**src/rtl/ws2812_pkg.sv**
```systemverilog
// Shared types and constants for the ws2812 frame scheduler.
package ws2812_pkg;

  typedef enum logic [2:0] {IDLE, RECV, LINK, TERM, ISSUE, BUSY} state_t;

  localparam int RAM_AW = 6;

  // RAM lane enables: link field plus the three colour bytes of a record
  localparam logic [3:0] LANE_LINK = 4'b1000;
  localparam logic [3:0] LANE_G    = 4'b0100;
  localparam logic [3:0] LANE_R    = 4'b0010;
  localparam logic [3:0] LANE_B    = 4'b0001;

  // Link to the following record; wraps so the last RAM slot points at 0
  function automatic logic [RAM_AW-1:0] next_link(input logic [RAM_AW:0] pix);
    return RAM_AW'(pix + 7'd1);
  endfunction

endpackage

```
**src/rtl/ws2812_refresh_timer.sv**
```systemverilog
// Refresh timer: after load, stays busy for pix_cnt*24 bit times plus the
// reset-code time, then pulses done for one cycle.
module ws2812_refresh_timer #(
  parameter int BIT_CYCLES = 250,
  parameter int RST_CYCLES = 10016
) (
  input  logic       clk_in,
  input  logic       rst_n_in,
  input  logic       load,
  input  logic [6:0] pix_cnt,
  output logic       busy,
  output logic       done
);

  logic [10:0] bits_left_reg;
  logic [7:0]  bit_cnt_reg;
  logic [13:0] rst_cnt_reg;

  // Bit-time phase first, then reset-code countdown, then release busy
  always_ff @(posedge clk_in or negedge rst_n_in) begin
    if (!rst_n_in) begin
      busy          <= 1'b0;
      done          <= 1'b0;
      bits_left_reg <= '0;
      bit_cnt_reg   <= '0;
      rst_cnt_reg   <= '0;
    end else begin
      done <= 1'b0;
      if (load) begin
        busy          <= 1'b1;
        bits_left_reg <= 11'(pix_cnt) * 11'd24;
        bit_cnt_reg   <= '0;
        rst_cnt_reg   <= 14'(RST_CYCLES - 1);
      end else if (busy) begin
        if (bits_left_reg != '0) begin
          if (bit_cnt_reg == 8'(BIT_CYCLES - 1)) begin
            bit_cnt_reg   <= '0;
            bits_left_reg <= bits_left_reg - 11'd1;
          end else begin
            bit_cnt_reg <= bit_cnt_reg + 8'd1;
          end
        end else if (rst_cnt_reg != '0) begin
          rst_cnt_reg <= rst_cnt_reg - 14'd1;
        end else begin
          busy <= 1'b0;
          done <= 1'b1;
        end
      end
    end
  end

endmodule

```
**src/rtl/ws2812_frame_sched.sv**
```systemverilog
// Frame scheduler: packs host G,R,B bytes into linked pixel records in the
// layer RAM, terminates the chain, issues the refresh and blocks new frames
// until the refresh time has elapsed.
module ws2812_frame_sched import ws2812_pkg::*; #(
  parameter int BIT_CYCLES = 250,
  parameter int RST_CYCLES = 10016,
  parameter int PIXELS_MAX = 64
) (
  input  logic              clk_in,
  input  logic              rst_n_in,
  input  logic              frame_start_in,
  input  logic              frame_end_in,
  input  logic              byte_rdy_in,
  input  logic [7:0]        byte_data_in,
  output logic [RAM_AW-1:0] wr_addr_out,
  output logic [3:0]        byte_en_out,
  output logic [7:0]        byte_data_out,
  output logic              layer_en_out,
  output logic              frame_rdy_out,
  output logic              busy_out,
  output logic              frame_drop_out
);

  localparam logic [6:0] PIX_FULL = 7'(PIXELS_MAX);

  state_t     state_reg;
  logic [6:0] pix_cnt_reg;
  logic [3:0] lane_reg;
  logic       end_pend_reg;
  logic       end_req;
  logic       timer_load;
  logic       timer_done;

  assign end_req    = end_pend_reg | frame_end_in;
  assign timer_load = (state_reg == ISSUE);

  ws2812_refresh_timer #(
    .BIT_CYCLES (BIT_CYCLES),
    .RST_CYCLES (RST_CYCLES)
  ) u_timer (
    .clk_in   (clk_in),
    .rst_n_in (rst_n_in),
    .load     (timer_load),
    .pix_cnt  (pix_cnt_reg),
    .busy     (busy_out),
    .done     (timer_done)
  );

  // Frame FSM with registered RAM write port and status pulses
  always_ff @(posedge clk_in or negedge rst_n_in) begin
    if (!rst_n_in) begin
      state_reg      <= IDLE;
      pix_cnt_reg    <= '0;
      lane_reg       <= LANE_G;
      end_pend_reg   <= 1'b0;
      wr_addr_out    <= '0;
      byte_en_out    <= '0;
      byte_data_out  <= '0;
      layer_en_out   <= 1'b0;
      frame_rdy_out  <= 1'b0;
      frame_drop_out <= 1'b0;
    end else begin
      layer_en_out   <= 1'b0;
      frame_rdy_out  <= 1'b0;
      frame_drop_out <= 1'b0;
      case (state_reg)
        IDLE: begin
          // A simultaneous end is dropped: start wins
          if (frame_start_in) begin
            state_reg    <= RECV;
            pix_cnt_reg  <= '0;
            lane_reg     <= LANE_G;
            end_pend_reg <= 1'b0;
          end
        end
        RECV: begin
          if (frame_start_in) begin
            pix_cnt_reg  <= '0;
            lane_reg     <= LANE_G;
            end_pend_reg <= 1'b0;
          end else if (byte_rdy_in && pix_cnt_reg != PIX_FULL) begin
            layer_en_out  <= 1'b1;
            wr_addr_out   <= pix_cnt_reg[RAM_AW-1:0];
            byte_en_out   <= lane_reg;
            byte_data_out <= byte_data_in;
            end_pend_reg  <= end_req;
            case (lane_reg)
              LANE_G:  lane_reg  <= LANE_R;
              LANE_R:  lane_reg  <= LANE_B;
              default: state_reg <= LINK;
            endcase
          end else if (end_req) begin
            // Any partial pixel is simply forgotten
            end_pend_reg <= 1'b0;
            lane_reg     <= LANE_G;
            state_reg    <= (pix_cnt_reg == '0) ? IDLE : TERM;
          end
        end
        LINK: begin
          layer_en_out  <= 1'b1;
          wr_addr_out   <= pix_cnt_reg[RAM_AW-1:0];
          byte_en_out   <= LANE_LINK;
          byte_data_out <= {2'b00, next_link(pix_cnt_reg)};
          lane_reg      <= LANE_G;
          state_reg     <= RECV;
          if (frame_start_in) begin
            pix_cnt_reg  <= '0;
            end_pend_reg <= 1'b0;
          end else begin
            pix_cnt_reg  <= pix_cnt_reg + 7'd1;
            end_pend_reg <= end_req;
          end
        end
        TERM: begin
          layer_en_out   <= 1'b1;
          wr_addr_out    <= RAM_AW'(pix_cnt_reg - 7'd1);
          byte_en_out    <= LANE_LINK;
          byte_data_out  <= 8'h00;
          state_reg      <= ISSUE;
          frame_drop_out <= frame_start_in;
        end
        ISSUE: begin
          frame_rdy_out  <= 1'b1;
          state_reg      <= BUSY;
          frame_drop_out <= frame_start_in;
        end
        BUSY: begin
          // busy_out is already low when done is seen, so a start is accepted
          if (timer_done) begin
            if (frame_start_in) begin
              state_reg    <= RECV;
              pix_cnt_reg  <= '0;
              lane_reg     <= LANE_G;
              end_pend_reg <= 1'b0;
            end else begin
              state_reg <= IDLE;
            end
          end else begin
            frame_drop_out <= frame_start_in;
          end
        end
        default: state_reg <= IDLE;
      endcase
    end
  end

endmodule

```
**config.mk**
```make
export PLATFORM = sky130hd
export DESIGN_NAME = ws2812_frame_sched
export DESIGN_NICKNAME = d
export VERILOG_FILES = /design/src/rtl/ws2812_pkg.sv /design/src/rtl/ws2812_refresh_timer.sv /design/src/rtl/ws2812_frame_sched.sv
export SDC_FILE = /design/constraint.sdc
export NUM_CORES = 1
export LEC_CHECK = 0
export BUFFER_PORTS_ARGS = -buffer_cell sky130_fd_sc_hd__buf_2
export CAP_MARGIN = 40
export CORE_ASPECT_RATIO = 0.6
export CORE_MARGIN = 2
export CORE_UTILIZATION = 50
export CTS_CLUSTER_DIAMETER = 50
export DETAILED_ROUTE_END_ITERATION = 16
export PLACE_DENSITY = 0.66
export SETUP_SLACK_MARGIN = 0.5
export SLEW_MARGIN = 20
export SYNTH_ARGS = -nofsm -noshare
export SYNTH_HDL_FRONTEND = slang
export SYNTH_HIERARCHICAL = 1
export SYNTH_SLANG_ARGS = --single-unit
```
**constraint.sdc**
```tcl
create_clock -name clk_in -period 5.8 [get_ports clk_in]
set_input_delay 0.58 -clock clk_in [delete_from_list [all_inputs] [get_ports clk_in]]
set_output_delay 0.58 -clock clk_in [all_outputs]
set_load 0.01 [all_outputs]
```
==> metrics.csv <==
stage,metric,value,unit
critical_path,Crit path max-delay family,buffers and inverters,
layout,layout cells sized above 1,0.160,
critical_path,CP startpoint kind,flop,
timing,Final Hold Viols,0,
timing,worst slew pin tran,0.832,ns
drt,Antenna Nets Post-Route,0,
floorplan,I/O pins,35,
layout,max reg flops,14,
logic_synthesis,ys async rst share,1.00,
drt,DRC marker count from the first detailed-route iteration,348,
floorplan,core area,0.00801,mm^2
logic_synthesis,Yosys top cell by area,dfrtp_1,
timing,WHS,0.248,ns
critical_path,slowest cell on the critical path,or4_1,
layout,Finished Cell Area,0.00474,mm^2
power,Peak VDD IR,0.204,mV
critical_path,Critical Path RT,6.00,ns
timing,Final TNS setup,0,ns
drt,Vias,3498,
place,post-placement cell area,0.00445,mm^2
clocking,Root Driver,clkbuf_16,
logic_synthesis,Synth Register Bits,70,
layout,fillers,714,
clocking,clock sinks,70,
logic_synthesis,net count of the mapped netlist,469,
critical_path,"slowest stage delay, CP",0.61,ns
critical_path,Crit. End Element,flop,
drt,drt pass-1 iters,5,
grt,first-pass GRT wire length,16.1,mm
place,gpl congestion,0.844,
grt,initial antenna violation count,0,
clocking,Resized cells post-CTS,0,
logic_synthesis,syn_area_per_cell,9.49,um^2
floorplan,Die Ht,75.0,um
timing,RSZ-0062 raised after global routing,no,
logic_synthesis,Mapped Cells,443,
clocking,CTS max path bufs,2,
grt,GRT overflow,0,
floorplan,die area,0.00918,mm^2
critical_path,Setup Crit Path Kind,reg2reg,
floorplan,Initial Util,0.525,
clocking,"Reg clk slew, reported paths",0.06,ns
timing,Max Transition Viols Final,0,
place,Post-DP HPWL,6.80,mm
floorplan,Die Wd,122,um
critical_path,most frequent cell on the critical path,inv_1,
clocking,TritonCTS clock tree,built,
timing,count of final setup violators,0,
hold_path,Tightest Hold Check Type,in2async,
layout,fin cells,583,
timing,Slew headroom,0.441,
drt,# DRC,0,
logic_synthesis,share of the synthesized area in the top cell type,0.411,
clocking,Post-CTS Setup Inserts,0,
critical_path,worst path buffer plus inverter count,3,
grt,largest net degree at the start of global routing,51,
critical_path,CP cell instances,"inv_1, nand2_1, nor2_2, buf_4, inv_1, or4_1, o211ai_1, nor3_1",
logic_synthesis,Syn Std Cell Area,0.00420,mm^2
layout,diode count,0,
layout,Layout Nets,496,
clocking,Worst-Skew Late Latency,0.33,ns
timing,crit path time final,2.72,ns
power,total chip power,2.03,mW
drt,vias per std cell,6.00,
drt,WL/cell,16.8,um
floorplan,Placement Rows,25,
timing,FMAX,368,MHz
logic_synthesis,Netlist cell types,72,
layout,area of the multi-input gates,0.00226,mm^2
logic_synthesis,top_reg_cell synth,dfrtp_1,
place,# port buffers,34,
critical_path,CP arrival,2.92,ns
timing,period utilisation layout,0.469,
timing,Setup Skew,0.00505,ns
layout,Area Overhead vs Synth,12.8,%
flow_run,number of max-cap violations,0,
logic_synthesis,Syn. warnings,6,
clocking,CTS buffer count,9,
logic_synthesis,Post-synth EDFFs,0,
outcome,status,completed,
layout,storage element area,0.00175,mm^2
grt,gr usage total,0.229,
place,Cell Count Post-Placement,565,
clocking,Post-CTS Hold Fix Bufs,0,
critical_path,peak fanout along the critical path,50,
logic_synthesis,top post-synthesis cells by area,"dfrtp_1 41%, ha_1 3.6%, nor2_1 2.8%",
power,Leak Pwr,2.12,nW
clocking,H-tree depth,3,
drt,total wire length,9.77,mm
grt,vias in the first global route,3142,
power,pwr/cell area,428,mW/mm^2
logic_synthesis,sequential share of the synthesized area,0.417,
==> metrics by stage <==
step | setup slack, ns | utilization
after global placement | 3.03 | 0.550
final | 3.08 | 0.592
after global routing | 2.86 | 0.592
after floorplan | 3.73 | -
after detailed placement | 3.13 | 0.555
after CTS | 3.12 | 0.590
==> layout make-up <==
cell class / count / area share
flip-flops and latches: 70 / 0.370
multi-input cells: 329 / 0.477
repair buffers: 40 / 0.0499
inverters: 20 / 0.0158
clock buffers: 16 / 0.0594
well taps: 108 / 0.0285
==> report_power, final <==
group          switching (mW)  total [mW]  internal (mW)
clock network           0.192       0.517          0.325
logic                   0.421       0.738          0.317
registers               0.149       0.775          0.626
total                   0.762        2.03           1.27
==> path summary, 6_finish.rpt <==
path                                  from                        to  slack, ns  cells past startpoint
max                           state_reg[1]  u_timer/bits_left_reg[9]       3.08                      8
min reg2reg                 wr_addr_out[5]            wr_addr_out[5]       0.48                      2
min in group clk_in        byte_data_in[7]          byte_data_out[7]       0.46                      3
max reg2reg                   state_reg[1]  u_timer/bits_left_reg[9]       3.08                      8
min                               rst_n_in            byte_en_out[3]       0.25                      2
max in group asynchronous         rst_n_in               lane_reg[2]       4.97                      3
==> cells in the final DEF (no fill, tap or decap), types with 6 or more instances in the layout <==
cell type,Yosys,routed
dfrtp_1,69,69
nand3_1,19,19
nor2b_1,10,10
xnor2_1,6,6
a21oi_1,10,10
inv_1,20,20
o21ai_1,8,8
nand2b_1,6,6
nor2_1,31,30
or4_1,9,9
o21ai_0,20,20
a22o_1,11,11
ha_1,12,12
or3_1,11,11
mux2i_1,9,9
nor4_1,14,14
xor2_1,6,6
nand2_1,29,29
nor3_1,15,15
or2_2,7,7
buf_2,5,34
clkbuf_16,0,9
==> routing by layer <==
layer | track usage | share of wire | vias to the layer above
li1 | - | - | 1726
met1 | 0.367 | 0.56 | 1713
met2 | 0.299 | 0.40 | 52
met3 | 0.0545 | 0.028 | 7
met4 | 0.0677 | 0.0076 | 0
met5 | 0 | 0 | -
==> Yosys cell counts (all sizes together), types with 8 or more instances <==
library cell / number
ha: 12
nand3: 19
nor2: 32
o21ai: 28
nor3: 15
inv: 20
a21oi: 10
or3: 11
a22o: 11
mux2i: 9
buf: 9
nand2: 29
nor2b: 10
or4: 10
nor4: 16
clkbuf: 15
dfrtp: 69
or2: 8
==> kinds of logic after synthesis <==
logic type	after synthesis	share of synthesized area
AO/OA/AOI/OAI	106	0.184
XOR/XNOR	12	0.0250
adder cells (fa/ha/maj)	13	0.0405
buffers and inverters	44	0.0461
flip-flops	70	0.417
multiplexers	15	0.0375
AND/OR/NAND/NOR	183	0.250
Power figures use the tool's default switching activity.
